File: config.mk
export PLATFORM = sky130hd
export DESIGN_NAME = pipe_memory_request
export DESIGN_NICKNAME = d
export VERILOG_FILES = /design/src/rtl/pipe_memory_pkg.sv /design/src/rtl/pipe_memory_request_align.sv /design/src/rtl/pipe_memory_request.sv
export SDC_FILE = /design/constraint.sdc
export NUM_CORES = 1
export LEC_CHECK = 0
export CORE_MARGIN = 2
export CORE_UTILIZATION = 65
export DETAILED_ROUTE_END_ITERATION = 10
export DONT_BUFFER_PORTS = 1
export GPL_TIMING_DRIVEN = 1
export PLACE_DENSITY = 0.85
export SKIP_LAST_GASP = 1
export SYNTH_ARGS = -nofsm -noshare
export SYNTH_HDL_FRONTEND = slang
export SYNTH_SLANG_ARGS = --single-unit
File: constraint.sdc
create_clock -name clk -period 3.3 [get_ports clk]
set_input_delay 0.66 -clock clk [delete_from_list [all_inputs] [get_ports clk]]
set_output_delay 0.66 -clock clk [all_outputs]
set_load 0.1 [all_outputs]
File: src/rtl/pipe_memory_pkg.sv
// Shared types and constants for the memory-request pipe stage.
// States, fault codes and funct3 width encodings.
package pipe_memory_pkg;

  typedef enum logic [1:0] {
    IDLE    = 2'b00,
    BUS     = 2'b01,
    RESPOND = 2'b10,
    FAULT   = 2'b11
  } memState_t;

  localparam logic [1:0] FAULT_NONE       = 2'b00;
  localparam logic [1:0] FAULT_MISALIGNED = 2'b01;
  localparam logic [1:0] FAULT_FUNCT3     = 2'b10;
  localparam logic [1:0] FAULT_TIMEOUT    = 2'b11;

  localparam logic [1:0] WIDTH_BYTE = 2'b00;
  localparam logic [1:0] WIDTH_HALF = 2'b01;
  localparam logic [1:0] WIDTH_WORD = 2'b10;

endpackage

File: src/rtl/pipe_memory_request_align.sv
// Access decode: byte lanes, replicated store data,
// alignment and funct3 legality for one load/store.
module mem_access_align
  import pipe_memory_pkg::*;
(
  input  logic        isLoad,
  input  logic [2:0]  funct3,
  input  logic [31:0] address,
  input  logic [31:0] storeData,
  output logic [3:0]  byteSelect,
  output logic [31:0] writeData,
  output logic        misaligned,
  output logic        badFunct3
);

  // Decode width into lanes/data, then flag illegal encodings.
  always_comb begin
    byteSelect = 4'b0000;
    writeData  = 32'h0;
    misaligned = 1'b0;
    badFunct3  = 1'b0;
    unique case (1'b1)
      (funct3[1:0] == WIDTH_BYTE): begin
        byteSelect = 4'b0001 << address[1:0];
        writeData  = {4{storeData[7:0]}};
      end
      (funct3[1:0] == WIDTH_HALF): begin
        byteSelect = 4'b0011 << address[1:0];
        writeData  = {2{storeData[15:0]}};
        misaligned = address[0];
      end
      (funct3[1:0] == WIDTH_WORD): begin
        byteSelect = 4'b1111;
        writeData  = storeData;
        misaligned = |address[1:0];
      end
      default: badFunct3 = 1'b1;
    endcase
    // Unsigned variants exist only for byte/half loads.
    if (funct3[2] && (!isLoad || funct3[1]))
      badFunct3 = 1'b1;
  end

endmodule

File: src/rtl/pipe_memory_request.sv
// Memory pipe stage bus initiator: one load/store per request/ack.
// Optional MEM_TIMEOUT_EN faults a bus cycle left unacked too long.
module pipe_memory_request
  import pipe_memory_pkg::*;
#(
  parameter int TIMEOUT_CYCLES = 255
)
(
  input  logic        clk,
  input  logic        rst,
  input  logic        requestValid,
  input  logic        requestLoad,
  input  logic [2:0]  requestFunct3,
  input  logic [31:0] requestAddress,
  input  logic [31:0] requestStoreData,
  output logic        requestReady,
  output logic        requestStall,
  output logic        responseValid,
  output logic [31:0] responseData,
  output logic        responseFault,
  output logic [1:0]  responseFaultCode,
  output logic        memRequest,
  output logic        memWriteEnable,
  output logic [31:0] memAddress,
  output logic [3:0]  memByteSelect,
  output logic [31:0] memWriteData,
  input  logic        memAck,
  input  logic [31:0] memDataRead
);

  memState_t   state;
  memState_t   stateNext;
  logic        accept;
  logic        acceptFault;
  logic [1:0]  acceptCode;
  logic [3:0]  alignSel;
  logic [31:0] alignData;
  logic        misaligned;
  logic        badFunct3;
  logic        isLoadReg;
  logic        writeReg;
  logic [1:0]  faultCode;
  logic        busAck;
  logic        timeoutHit;

  mem_access_align uAlign (
    .isLoad     (requestLoad),
    .funct3     (requestFunct3),
    .address    (requestAddress),
    .storeData  (requestStoreData),
    .byteSelect (alignSel),
    .writeData  (alignData),
    .misaligned (misaligned),
    .badFunct3  (badFunct3)
  );

  assign requestReady = (state == IDLE) || (state == RESPOND);
  assign accept       = requestValid && requestReady;
  assign acceptCode   = badFunct3  ? FAULT_FUNCT3 :
                        misaligned ? FAULT_MISALIGNED : FAULT_NONE;
  assign acceptFault  = (acceptCode != FAULT_NONE);
  assign busAck       = (state == BUS) && memAck;

  assign requestStall = (requestValid && (state == IDLE)) || (state == BUS);
  assign memRequest   = (state == BUS);
  assign memWriteEnable    = writeReg && (state == BUS);
  assign responseValid     = (state == RESPOND) || (state == FAULT);
  assign responseFault     = (state == FAULT);
  assign responseFaultCode = (state == FAULT) ? faultCode : FAULT_NONE;

`ifdef MEM_TIMEOUT_EN
  localparam int CountWidth =
    (TIMEOUT_CYCLES > 255) ? $clog2(TIMEOUT_CYCLES + 1) : 8;
  logic [CountWidth-1:0] timeoutCount;

  // Count unacked BUS cycles; held at zero outside BUS.
  always_ff @(posedge clk) begin
    if (rst || state != BUS)
      timeoutCount <= '0;
    else if (!memAck)
      timeoutCount <= timeoutCount + 1'b1;
  end

  assign timeoutHit = (state == BUS) && !memAck &&
    (timeoutCount == CountWidth'(TIMEOUT_CYCLES - 1));
`else
  logic unusedTimeout;
  assign unusedTimeout = ^TIMEOUT_CYCLES;
  assign timeoutHit    = 1'b0;
`endif

  // State register.
  always_ff @(posedge clk) begin
    if (rst)
      state <= IDLE;
    else
      state <= stateNext;
  end

  // Next-state: ack beats timeout; RESPOND can chain a new access.
  always_comb begin
    stateNext = state;
    unique case (state)
      IDLE, RESPOND: begin
        if (accept)
          stateNext = acceptFault ? FAULT : BUS;
        else
          stateNext = IDLE;
      end
      BUS: begin
        if (memAck)
          stateNext = RESPOND;
        else if (timeoutHit)
          stateNext = FAULT;
      end
      FAULT:   stateNext = IDLE;
      default: stateNext = IDLE;
    endcase
  end

  // Capture the access at accept and the read word at ack.
  always_ff @(posedge clk) begin
    if (rst) begin
      memAddress    <= 32'h0;
      memByteSelect <= 4'b0000;
      memWriteData  <= 32'h0;
      writeReg      <= 1'b0;
      isLoadReg     <= 1'b0;
      faultCode     <= FAULT_NONE;
      responseData  <= 32'h0;
    end else begin
      if (accept) begin
        memAddress    <= {requestAddress[31:2], 2'b00};
        memByteSelect <= alignSel;
        memWriteData  <= alignData;
        writeReg      <= !requestLoad;
        isLoadReg     <= requestLoad;
        faultCode     <= acceptCode;
        if (acceptFault)
          responseData <= 32'h0;
      end
      if (busAck)
        responseData <= isLoadReg ? memDataRead : 32'h0;
      else if (timeoutHit) begin
        faultCode    <= FAULT_TIMEOUT;
        responseData <= 32'h0;
      end
    end
  end

endmodule

; After elaboration in Yosys (flattened, before gate mapping)
; Index checks and enable logic that the tools add are counted.
[classes]
n_addsub = 0
n_mul = 0
div_mod_pow = 0
order_cmp = 0
n_eq_ne = 6
n_shift = 2
muxes = 16
n_bitwise = 0
reduce_logical = 19
[op_table]
columns = cell, n
row1 = $mux W32, 4
row2 = $pmux W32 S3, 1
row3 = $pmux W4 S3, 1
row4 = $mux W2, 5
row5 = $eq A2 B2 Y1 const B, 3
row6 = $pmux W2 S3, 1
row7 = $reduce_bool A2 Y1, 3
row8 = $logic_and A1 B1 Y1, 5
row9 = $eq A2 B1 Y1 const B, 2
row10 = $logic_not A2 Y1, 2
row11 = $logic_or A1 B1 Y1, 4
row12 = $reduce_or A2 Y1, 2
row13 = $shl A1 B2 Y4 const A, 1
row14 = $shl A2 B2 Y4 const A, 1
row15 = $mux W1, 3
row16 = $reduce_or A3 Y1, 1
row17 = $ne A2 B1 Y1 const B, 1
row18 = $pmux W1 S2, 1
row19 = $reduce_and A2 Y1, 1
row20 = $logic_not A1 Y1, 1
[word_totals]
ff_bits = 104
latch_bits = 0
mem_bits_rw = 0
rom_bits = 0
wordCells = 51
mem_count = 0

; Logic depth before layout (Yosys ltp)
; Gate-level depths: netlist of run 1.
[depth]
depth_word = 9
ltp_mapped = 8

; By module
; Synthesis of run 1 repeated with hierarchy kept, for this count alone.
[hier_totals]
cells_unflattened = 502
hier_area_um2 = 4199.0
[modules_own_cells]
columns = mod, n_inst, cells_per_inst, area_each_um2, seq_area_each_um2
row1 = pipe_memory_request, 1, 397, 3565.9, 2082.0
row2 = mem_access_align, 1, 105, 633.1, 0.0

; Worst setup path after synthesis of run 1
; Ideal clock, no wire load.
[synth_timing]
path_kind = input -> output
startpoint = input port requestValid
endpoint = output port requestStall
t_arrival_ns = 1.945
setup_slack_ns = 0.695
path_stages = 2
n_path_buf = 0
cell_sequence = nor2_1 -> nor2_1
[synth_between]
elab_chain_len = 2
[synth_lines]
columns = item, line_no
row1 = from (decl), pipe_memory_request.sv:11  ; input logic requestValid,
row2 = $logic_and A1 B1 Y1, pipe_memory_request.sv:64  ; assign requestStall = (requestValid && (state == IDLE)) || (state == BUS);
row3 = $logic_or A1 B1 Y1, pipe_memory_request.sv:64
row4 = to (decl), pipe_memory_request.sv:17  ; output logic requestStall,
; Every way passes these cells.

; Worst setup path in the final report of run 1
[layout_timing]
startpoint = register state[1]
endpoint = output port responseFaultCode[0]
[layout_between]
elab_chain_len = 2
[layout_lines]
columns = item, line_no
row1 = from (decl), pipe_memory_request.sv:31  ; memState_t state;
row2 = from (signal assigned), pipe_memory_request.sv:97  ; state <= stateNext;
row3 = $eq A2 B2 Y1, pipe_memory_request.sv:69  ; assign responseFaultCode = (state == FAULT) ? faultCode : FAULT_NONE;
row4 = $mux W2, pipe_memory_request.sv:69
row5 = to (decl), pipe_memory_request.sv:21  ; output logic [1:0] responseFaultCode,
; Every way passes these cells.

==> results by group, run 1 <==
Status
  • Outcome: finished, final reports clean

Final layout
  • Share of post-route cells with drive strength above 1: 9.976%
  • Synthesis-to-finish area growth: 2.931%
  • FF/Latch Area: 2082 µm²
  • Cell area after layout: 4130 µm²
  • Count of antenna diodes in the layout: 0
  • Multi-input combinational cell area: 1705 µm²
  • Fill cells: 506
  • Net count reported at finish: 514
  • Most common cell after layout, fill and taps aside: sky130_fd_sc_hd__dfxtp_1
  • Most used cells in the layout excluding fill and tap cells: 104 x sky130_fd_sc_hd__dfxtp_1, 65 x sky130_fd_sc_hd__nand2_1, 48 x sky130_fd_sc_hd__a22o_1

Clock tree
  • Clock buffers created by TritonCTS: 9
  • Clk_lat worst skew: 0.35 ns
  • Number of hold buffers added after CTS: 0
  • Total number of H-tree levels: 3
  • CTS tree: built
  • Maximum buffer depth of the clock tree: 2
  • Postcts setup bufs: 0
  • Clk root buf: sky130_fd_sc_hd__clkbuf_8
  • CTS resizes: 0
  • Clock edge transition at the registers on the reported setup and hold paths: 0.10 ns
  • Number of sinks on the clock net: 104

Floorplanning
  • Initial cell density of the core: 67.37%
  • Count of pins on the block boundary: 212
  • Die Span Y: 82.57 µm
  • Chip Width: 82.57 µm
  • Die area: 6818 µm²
  • # rows: 28
  • Core footprint: 5956 µm²

Setup path
  • Slowest Stage Delay on Critical Path: 0.60 ns
  • Cell Chain, Critical Path: buf_4, and3_2
  • Start-to-end type of the worst setup path: reg2out
  • Reg-to-reg slack, setup: 1.14 ns
  • CP top delay family: simple AND/OR/NAND/NOR gates
  • Cell with the largest stage delay on the worst path: sky130_fd_sc_hd__and3_2
  • Critical Path RT: 2.64 ns
  • Buffers & Inverters on Critical Path: 1
  • Startpoint types: flip-flop
  • Setup crit end kind: output port
  • Arrival time of data at the critical path endpoint: 1.65 ns
  • Largest fanout on the critical path: 5

Timing
  • Max Clk Rate: 433.3 MHz
  • Setup repair after global routing missed its margin: no
  • Transition at the pin with the smallest max-transition slack: 1.024 ns
  • Number of pins with negative max-slew slack in the final report: 0
  • Final Critical Period: 2.308 ns
  • Final hold viol count: 0
  • Final Cycle Share: 69.93%
  • Remaining max-slew budget at the tightest pin: 31.67%
  • Sum of negative setup slack: 0 ns
  • Setup-violating endpoint count in the final report: 0
  • Post-route worst hold slack: 0.3580 ns
  • Worst clock skew: 0.009487 ns

Synthesis
  • Library cells used by synthesis: 42
  • Number of warnings reported in the yosys synthesis log: 0
  • Synthesized cell area: 4013 µm²
  • Flops & latches, synth: 104
  • Post-synthesis sequential area ratio: 51.89%
  • Gate count after technology mapping: 426
  • Mapped Avg Cell Area: 9.419 µm²

GRT
  • Final global-route overflow total: 0
  • Global-route wire length before repair: 13110 µm
  • Maximum number of pins on one net before global-route repair: 77
  • Gr usage total: 25.45%
  • Vias in the first global route: 2625
  • Number of antenna violations at the first check in global routing: 0

Placed design
  • Final HPWL DP: 6769 µm
  • Port Buffer Count: 0
  • Post-Place Cell Area: 3956 µm²
  • Gp weighted congestion: 0.8086

Power
  • Worst ir drop on vdd: 0.0003697 V
  • Pwr/cell area: 636.0 nW/µm²
  • Total power draw: 2.627 mW
  • Leakage power of the design: 1.604 nW

Detailed routing
  • Pre-antenna DRT Iters: 9
  • Drt total wl: 9592 µm
  • Post-detailed-route DRC marker count: 0
  • Number of violations reported at the end of detailed-routing iteration 0: 249
  • Highest metal layer used by the detailed router: met4
  • Antenna violation net count after detailed routing: 0
  • Per-cell routed wire length: 19.74 µm
  • Total routed wire length on the met1 layer: 3571 µm
  • Via Count: 3113
  • Per-cell via count in the routed design: 6.405
  • Detailed route wirelength on metal3: 1157 µm
  • Met2 routed WL: 4607 µm

Worst hold path
  • Hold Path Class: in2reg

Flow run
  • Number of max-cap violations: 0
[logic make-up (layout without fill, tap and decap cells)]
kind of cell / Yosys count / after routing / share of synthesized area, %
muxes: 1 / 1 / 0.2495
and+or+nand+nor: 133 / 133 / 14.90
DFF: 104 / 104 / 51.89
AOI/OAI and AO/OA: 139 / 139 / 25.63
buffers and inverters: 44 / 28 / 5.986
other: 1 / 2 / 0.09346
adders and majority gates: 4 / 4 / 1.247
[final timing paths]
check,startpoint,to,cells past startpoint
setup / recovery,state[1],responseFaultCode[0],2
hold / removal,rst,memAddress[2],1
setup reg to reg,state[0],memAddress[4],4
hold reg to reg,faultCode[0],faultCode[0],2
[registers in the layout, indices dropped and copies added (netlist names)]
name	cells
faultCode	2
memByteSelect	4
state	2
writeReg	1
isLoadReg	1
memAddress	30
memWriteData	32
responseData	32
[layout make-up]
class	count	share of cell area [%]
clock buffer	11	3.423
clock inverter	5	0.7876
inverter	4	0.3635
multi-input combinational	279	41.29
sequential	104	50.41
tap	75	2.272
timing repair buffer	8	1.454
[synthesized netlist by cell type, drive strengths merged]
cell	n	area, µm²
mux2i	1	10.01
nand2	66	250.2
dlymetal6s2s	1	12.51
inv	4	15.01
a22oi	24	180.2
nor3b	3	32.53
dfxtp	104	2082
nor2	40	150.1
nor2b	2	22.52
o22ai	3	18.77
a21o	1	7.510
clkbuf	30	132.6
a222oi	8	80.08
a21oi	45	225.2
conb	1	3.750
nand2b	2	15.02
and2	2	15.01
o21a	1	7.510
o21ai	5	25.02
nor4bb	1	10.01
nor3	10	50.05
a41o	1	10.01
a22o	48	420.4
or2	2	12.51
or2b	1	8.760
nand3	1	5.000
a21boi	1	18.77
ha	4	50.05
a211oi	1	7.510
and3	3	26.27
a2111oi	1	27.53
buf	9	80.06
[per-layer routing]
layer	global-route usage, %	vias to the layer above
li1	-	1476
met1	30.60	1419
met5	0	-
met2	40.97	190
met3	8.913	28
met4	11.48	0
[power by group]
part	internal, mW	switching, mW	leakage (nW)	total (mW)
Sequential	1.30	0.368	0.847	1.67
Clock	0.294	0.408	0.0930	0.703
Combinational	0.0862	0.165	0.663	0.252
[through the flow]
step	std cells	worst slack (ns)	utilization, %
2_1_floorplan	427	0.6954	-
3_3_place_gp	470	0.9167	66.43
3_5_place_dp	470	0.8459	66.43
4_1_cts	486	0.9715	69.35
5_1_grt	486	0.9415	69.35
6_report	486	0.9922	69.35
Power figures use the tool's default switching activity.
==> run 2: changes to the inputs <==
Settings changed: CORE_UTILIZATION 65 to 62, PLACE_DENSITY 0.85 to 0.82.
Clock period 3.3 ns to 2.38 ns, I/O delays scaled along.
==> run 2 against run 1 <==
Net effect: total power up 50%; combinational power rose to 3.7 times the previous value; non-clock buffer count up 108; critical path depth up 1; global-route usage is 3.4 points higher; wire length increased by 13%; clock power increased by 64%; cell count rose by 23%; worst hold slack worse by 0.18 ns; sequential cell count unchanged; first-iteration DRC count grew 4.4%; highest routed layer unchanged.
==> results by group, run 2 (synthesized netlist as in run 1, its figures left out) <==
Final layout
  • Most common cell after layout, fill and taps aside: sky130_fd_sc_hd__buf_4
  • Net count reported at finish: 622
  • Largest registers: memWriteData (32), responseData (32), memAddress (30)
  • Synthesis-to-finish area growth: 25.51%
  • Multi-input combinational cell area: 1705 µm²
  • Fill cells: 447
  • FF/Latch Area: 2082 µm²
  • Count of antenna diodes in the layout: 0
  • Most used cells in the layout excluding fill and tap cells: 112 x sky130_fd_sc_hd__buf_4, 104 x sky130_fd_sc_hd__dfxtp_1, 65 x sky130_fd_sc_hd__nand2_1
  • Share of post-route cells with drive strength above 1: 28.90%

Floorplanning
  • Initial cell density of the core: 63.56%
  • Die Span Y: 84.45 µm
  • Count of pins on the block boundary: 212
  • Die area: 7132 µm²
  • Core footprint: 6314 µm²
  • # rows: 29
  • Chip Width: 84.45 µm

Timing
  • Max Clk Rate: 501.1 MHz
  • Final hold viol count: 0
  • Worst clock skew: 0.007401 ns
  • Final WS setup: 0.3845 ns
  • Setup repair after global routing missed its margin: no
  • Final Cycle Share: 83.84%
  • Sum of negative setup slack: 0 ns
  • Number of pins with negative max-slew slack in the final report: 0
  • Setup-violating endpoint count in the final report: 0
  • Final Critical Period: 1.995 ns
  • Post-route worst hold slack: 0.1794 ns

Detailed routing
  • Drt total wl: 10860 µm
  • Antenna violation net count after detailed routing: 0
  • Pre-antenna DRT Iters: 6
  • Number of violations reported at the end of detailed-routing iteration 0: 260
  • Post-detailed-route DRC marker count: 0
  • Via Count: 3585
  • Per-cell routed wire length: 18.21 µm
  • Per-cell via count in the routed design: 6.015

GRT
  • Gr usage total: 28.82%
  • Busiest metal layer after global routing: met2
  • Met3 usage: 7.473%
  • Global-route wire length before repair: 16640 µm
  • Vias in the first global route: 3339
  • Maximum number of pins on one net before global-route repair: 77
  • Final global-route overflow total: 0
  • Number of antenna violations at the first check in global routing: 0
  • Routing usage on met1: 35.26%
  • Grt met2 use: 48.20%

Clock tree
  • Clk_lat worst skew: 0.35 ns
  • Clk root buf: sky130_fd_sc_hd__clkbuf_8
  • Maximum buffer depth of the clock tree: 2
  • Number of sinks on the clock net: 104
  • Clock edge transition at the registers on the reported setup and hold paths: 0.10 ns
  • Clock buffers created by TritonCTS: 9
  • Total number of H-tree levels: 3
  • CTS tree: built
  • CTS resizes: 0
  • Number of hold buffers added after CTS: 0
  • Postcts setup bufs: 0

Power
  • Switching Fraction: 34.15%
  • Total net switching power: 1.343 mW
  • Clock power share: 29.3%
  • Worst ir drop on vdd: 0.0004616 V
  • Leakage power of the design: 2.207 nW
  • Pint: 2.590 mW
  • Combinational share of power: 24.0%
  • Fraction of power consumed by sequential logic: 46.7%
  • Pwr/cell area: 781.1 nW/µm²

Setup path
  • Start-to-end type of the worst setup path: reg2out
  • Slowest Stage Delay on Critical Path: 0.52 ns
  • Largest fanout on the critical path: 9
  • Cell with the largest stage delay on the worst path: sky130_fd_sc_hd__dfxtp_1
  • Critical Path RT: 1.90 ns
  • Arrival time of data at the critical path endpoint: 1.52 ns
  • Startpoint types: flip-flop
  • CP top delay family: flip-flops
  • Cell Chain, Critical Path: nor2b_4, and2_2, buf_12
  • Buffers & Inverters on Critical Path: 1
  • Setup crit end kind: output port

Flow run
  • Number of max-cap violations: 0

Placed design
  • Worst slack at placement: 0.3123 ns
  • Port Buffer Count: 0
  • Gp weighted congestion: 0.8861
  • Final HPWL DP: 7920 µm

Status
  • Outcome: finished, final reports clean

Worst hold path
  • Hold Path Class: in2reg
[run 2: cell type report]
class,instances,share of cell area [%]
flip-flops and latches,104,41.34
clock buffers,12,3.279
well taps,77,1.913
multi-input cells,279,33.86
inverters,4,0.2981
repair buffers,116,18.29
clock inverters,4,1.019
[run 2: final timing paths]
check                     start               end  cells after the start  slack [ns]
hold / removal              rst     memAddress[4]                      1        0.18
setup reg to reg       state[0]  responseData[15]                      5        0.56
hold reg to reg   memAddress[3]     memAddress[3]                      2        0.46
setup / recovery       state[0]    memWriteEnable                      3        0.38
[run 2: through the flow]
step                      util [%]  area, µm²  power (mW)  instances
final                        79.77       5036       3.934        596
after global routing         79.77       5036       4.045        596
after CTS                    79.77       5036       3.940        596
after detailed placement     76.34       4820       2.816        580
after global placement       76.34       4820       2.798        580
after floorplan                  -       4016       2.670        427
[run 2: power groups by stage]
stage	clock network (mW)	logic, mW	registers [mW]
4_1_cts	1.16	0.942	1.84
3_5_place_dp	0	0.938	1.88
3_3_place_gp	0	0.924	1.87
6_report	1.15	0.943	1.84
2_1_floorplan	0	0.330	2.34
5_1_grt	1.22	0.982	1.84
[run 2: layer usage]
metal	wire length [µm]	part of all wire, %
met3	1075	9.9
met1	4191	39
met2	5252	48
met4	336	3.1
met5	0	0
==> run 3: changes to the inputs <==
Clock period 2.38 ns to 2.09 ns, I/O delays scaled along.
==> run 3 against run 2 <==
Net effect: setup slack got worse by 0.22 ns; wire length decreased by 1.5%; highest routed layer unchanged; combinational power increased by 15%; first-iteration DRC count increased by 8.5%; count of clock-buffer cells in the layout unchanged; critical path type unchanged; largest cell class unchanged; register-to-register slack got worse by 0.23 ns.
==> results by group, run 3 (synthesized netlist as in run 1, its figures left out) <==
Status
  • Outcome: finished, final reports clean

Power
  • Total net switching power: 1.502 mW
  • Pint: 3.014 mW
  • Leakage power of the design: 2.213 nW
  • Combinational share of power: 23.8%
  • Pwr/cell area: 893.4 nW/µm²
  • Worst ir drop on vdd: 0.0007071 V
  • Switching Fraction: 33.26%
  • Clock power share: 29.8%
  • Fraction of power consumed by sequential logic: 46.3%

Setup path
  • Arrival time of data at the critical path endpoint: 1.51 ns
  • Largest fanout on the critical path: 9
  • Startpoint types: flip-flop
  • Critical Path RT: 1.67 ns
  • Start-to-end type of the worst setup path: reg2out
  • Setup crit end kind: output port

Floorplanning
  • Core footprint: 6314 µm²
  • Count of pins on the block boundary: 212
  • Initial cell density of the core: 63.56%
  • # rows: 29
  • Chip Width: 84.45 µm
  • Die Span Y: 84.45 µm
  • Die area: 7132 µm²

Clock tree
  • CTS tree: built
  • CTS resizes: 0
  • Postcts setup bufs: 0
  • Clock buffers created by TritonCTS: 9
  • Clock edge transition at the registers on the reported setup and hold paths: 0.09 ns
  • Total number of H-tree levels: 3
  • Number of sinks on the clock net: 104
  • Number of hold buffers added after CTS: 0
  • Maximum buffer depth of the clock tree: 2
  • Clk_lat worst skew: 0.34 ns
  • Clk root buf: sky130_fd_sc_hd__clkbuf_8

Detailed routing
  • Post-detailed-route DRC marker count: 0
  • Number of violations reported at the end of detailed-routing iteration 0: 282
  • Antenna violation net count after detailed routing: 0
  • Per-cell routed wire length: 17.93 µm
  • Pre-antenna DRT Iters: 6
  • Via Count: 3538
  • Per-cell via count in the routed design: 5.936
  • Drt total wl: 10690 µm

Final layout
  • Net count reported at finish: 622
  • Share of post-route cells with drive strength above 1: 28.52%
  • Most common cell after layout, fill and taps aside: sky130_fd_sc_hd__buf_4
  • Fill cells: 407
  • Largest registers: memWriteData (32), responseData (32), memAddress (30)
  • Most used cells in the layout excluding fill and tap cells: 111 x sky130_fd_sc_hd__buf_4, 104 x sky130_fd_sc_hd__dfxtp_1, 65 x sky130_fd_sc_hd__nand2_1
  • Synthesis-to-finish area growth: 25.97%
  • Count of antenna diodes in the layout: 0

GRT
  • Final global-route overflow total: 0
  • Number of antenna violations at the first check in global routing: 0
  • Global-route wire length before repair: 16760 µm
  • Maximum number of pins on one net before global-route repair: 77
  • Gr usage total: 29.08%
  • Vias in the first global route: 3389

Timing
  • Worst clock skew: 0.006145 ns
  • Final hold viol count: 0
  • Final Critical Period: 1.925 ns
  • Setup repair after global routing missed its margin: no
  • Setup-violating endpoint count in the final report: 0
  • Post-route worst hold slack: 0.1336 ns
  • Final Cycle Share: 92.12%
  • Sum of negative setup slack: 0 ns
  • Number of pins with negative max-slew slack in the final report: 0
  • Max Clk Rate: 519.4 MHz

Placed design
  • Port Buffer Count: 0
  • Final HPWL DP: 7878 µm
  • Gp weighted congestion: 0.8570

Flow run
  • Number of max-cap violations: 0

Worst hold path
  • Hold Path Class: in2reg
-- run 3: changes by cell type in the layout (fill, tap and decap cells not counted), sizes merged --
cell | previous run | this run
clkinvlp | 1 | 0
bufinv | 1 | 2
-- run 3: worst max-delay path, stage by stage (launching register included) --
cell                      delay [ns]
sky130_fd_sc_hd__dfxtp_1        0.54
sky130_fd_sc_hd__nor2b_4        0.26
sky130_fd_sc_hd__and2_2         0.18
sky130_fd_sc_hd__buf_12         0.17
-- run 3: cell type report --
cell class	instances	area (µm²)	area share, %
inverter	4	15.01	0.2970
timing repair buffer	116	933.4	18.47
sequential	104	2082	41.19
clock inverter	4	77.57	1.535
multi-input combinational	279	1705	33.74
clock buffer	12	145.1	2.871
tap	77	96.34	1.906
-- run 3: power groups by stage --
stage	Combinational (mW)	Sequential (mW)	Clock [mW]
after global placement	1.06	2.13	0
after floorplan	0.377	2.67	0
final	1.08	2.09	1.35
after global routing	1.12	2.10	1.44
after CTS	1.08	2.09	1.37
after detailed placement	1.08	2.14	0
-- run 3: path summary, 6_finish.rpt --
kind / startpoint / endpoint / slack, ns / cells past startpoint
max: state[0] / memWriteEnable / 0.16 / 3
min: rst / memAddress[7] / 0.13 / 1
max reg2reg: state[0] / memByteSelect[0] / 0.33 / 5
min reg2reg: faultCode[0] / faultCode[0] / 0.45 / 2
-- run 3: per-layer routing --
| metal | track usage [%] | wire, µm | up-vias | part of all wire, % |
|---|---|---|---|---|
| met2 | 50.22 | 5361 | 212 | 50 |
| met4 | 11.69 | 346 | 0 | 3.2 |
| met5 | 0 | 0 | - | 0 |
| li1 | - | - | 1681 | - |
| met3 | 8.948 | 1068 | 36 | 10 |
| met1 | 33.71 | 3913 | 1609 | 37 |
-- run 3: metrics by stage --
stage	util [%]	power, mW	cells	setup WS (ns)	instance area (µm²)
global placement	76.54	3.190	580	0.2660	4832
floorplan	-	3.042	427	0.08997	4019
finish	80.06	4.516	596	0.1647	5055
detailed placement	76.54	3.215	580	0.2160	4832
global route	80.06	4.666	596	0.08778	5055
CTS	80.06	4.546	596	0.1601	5055
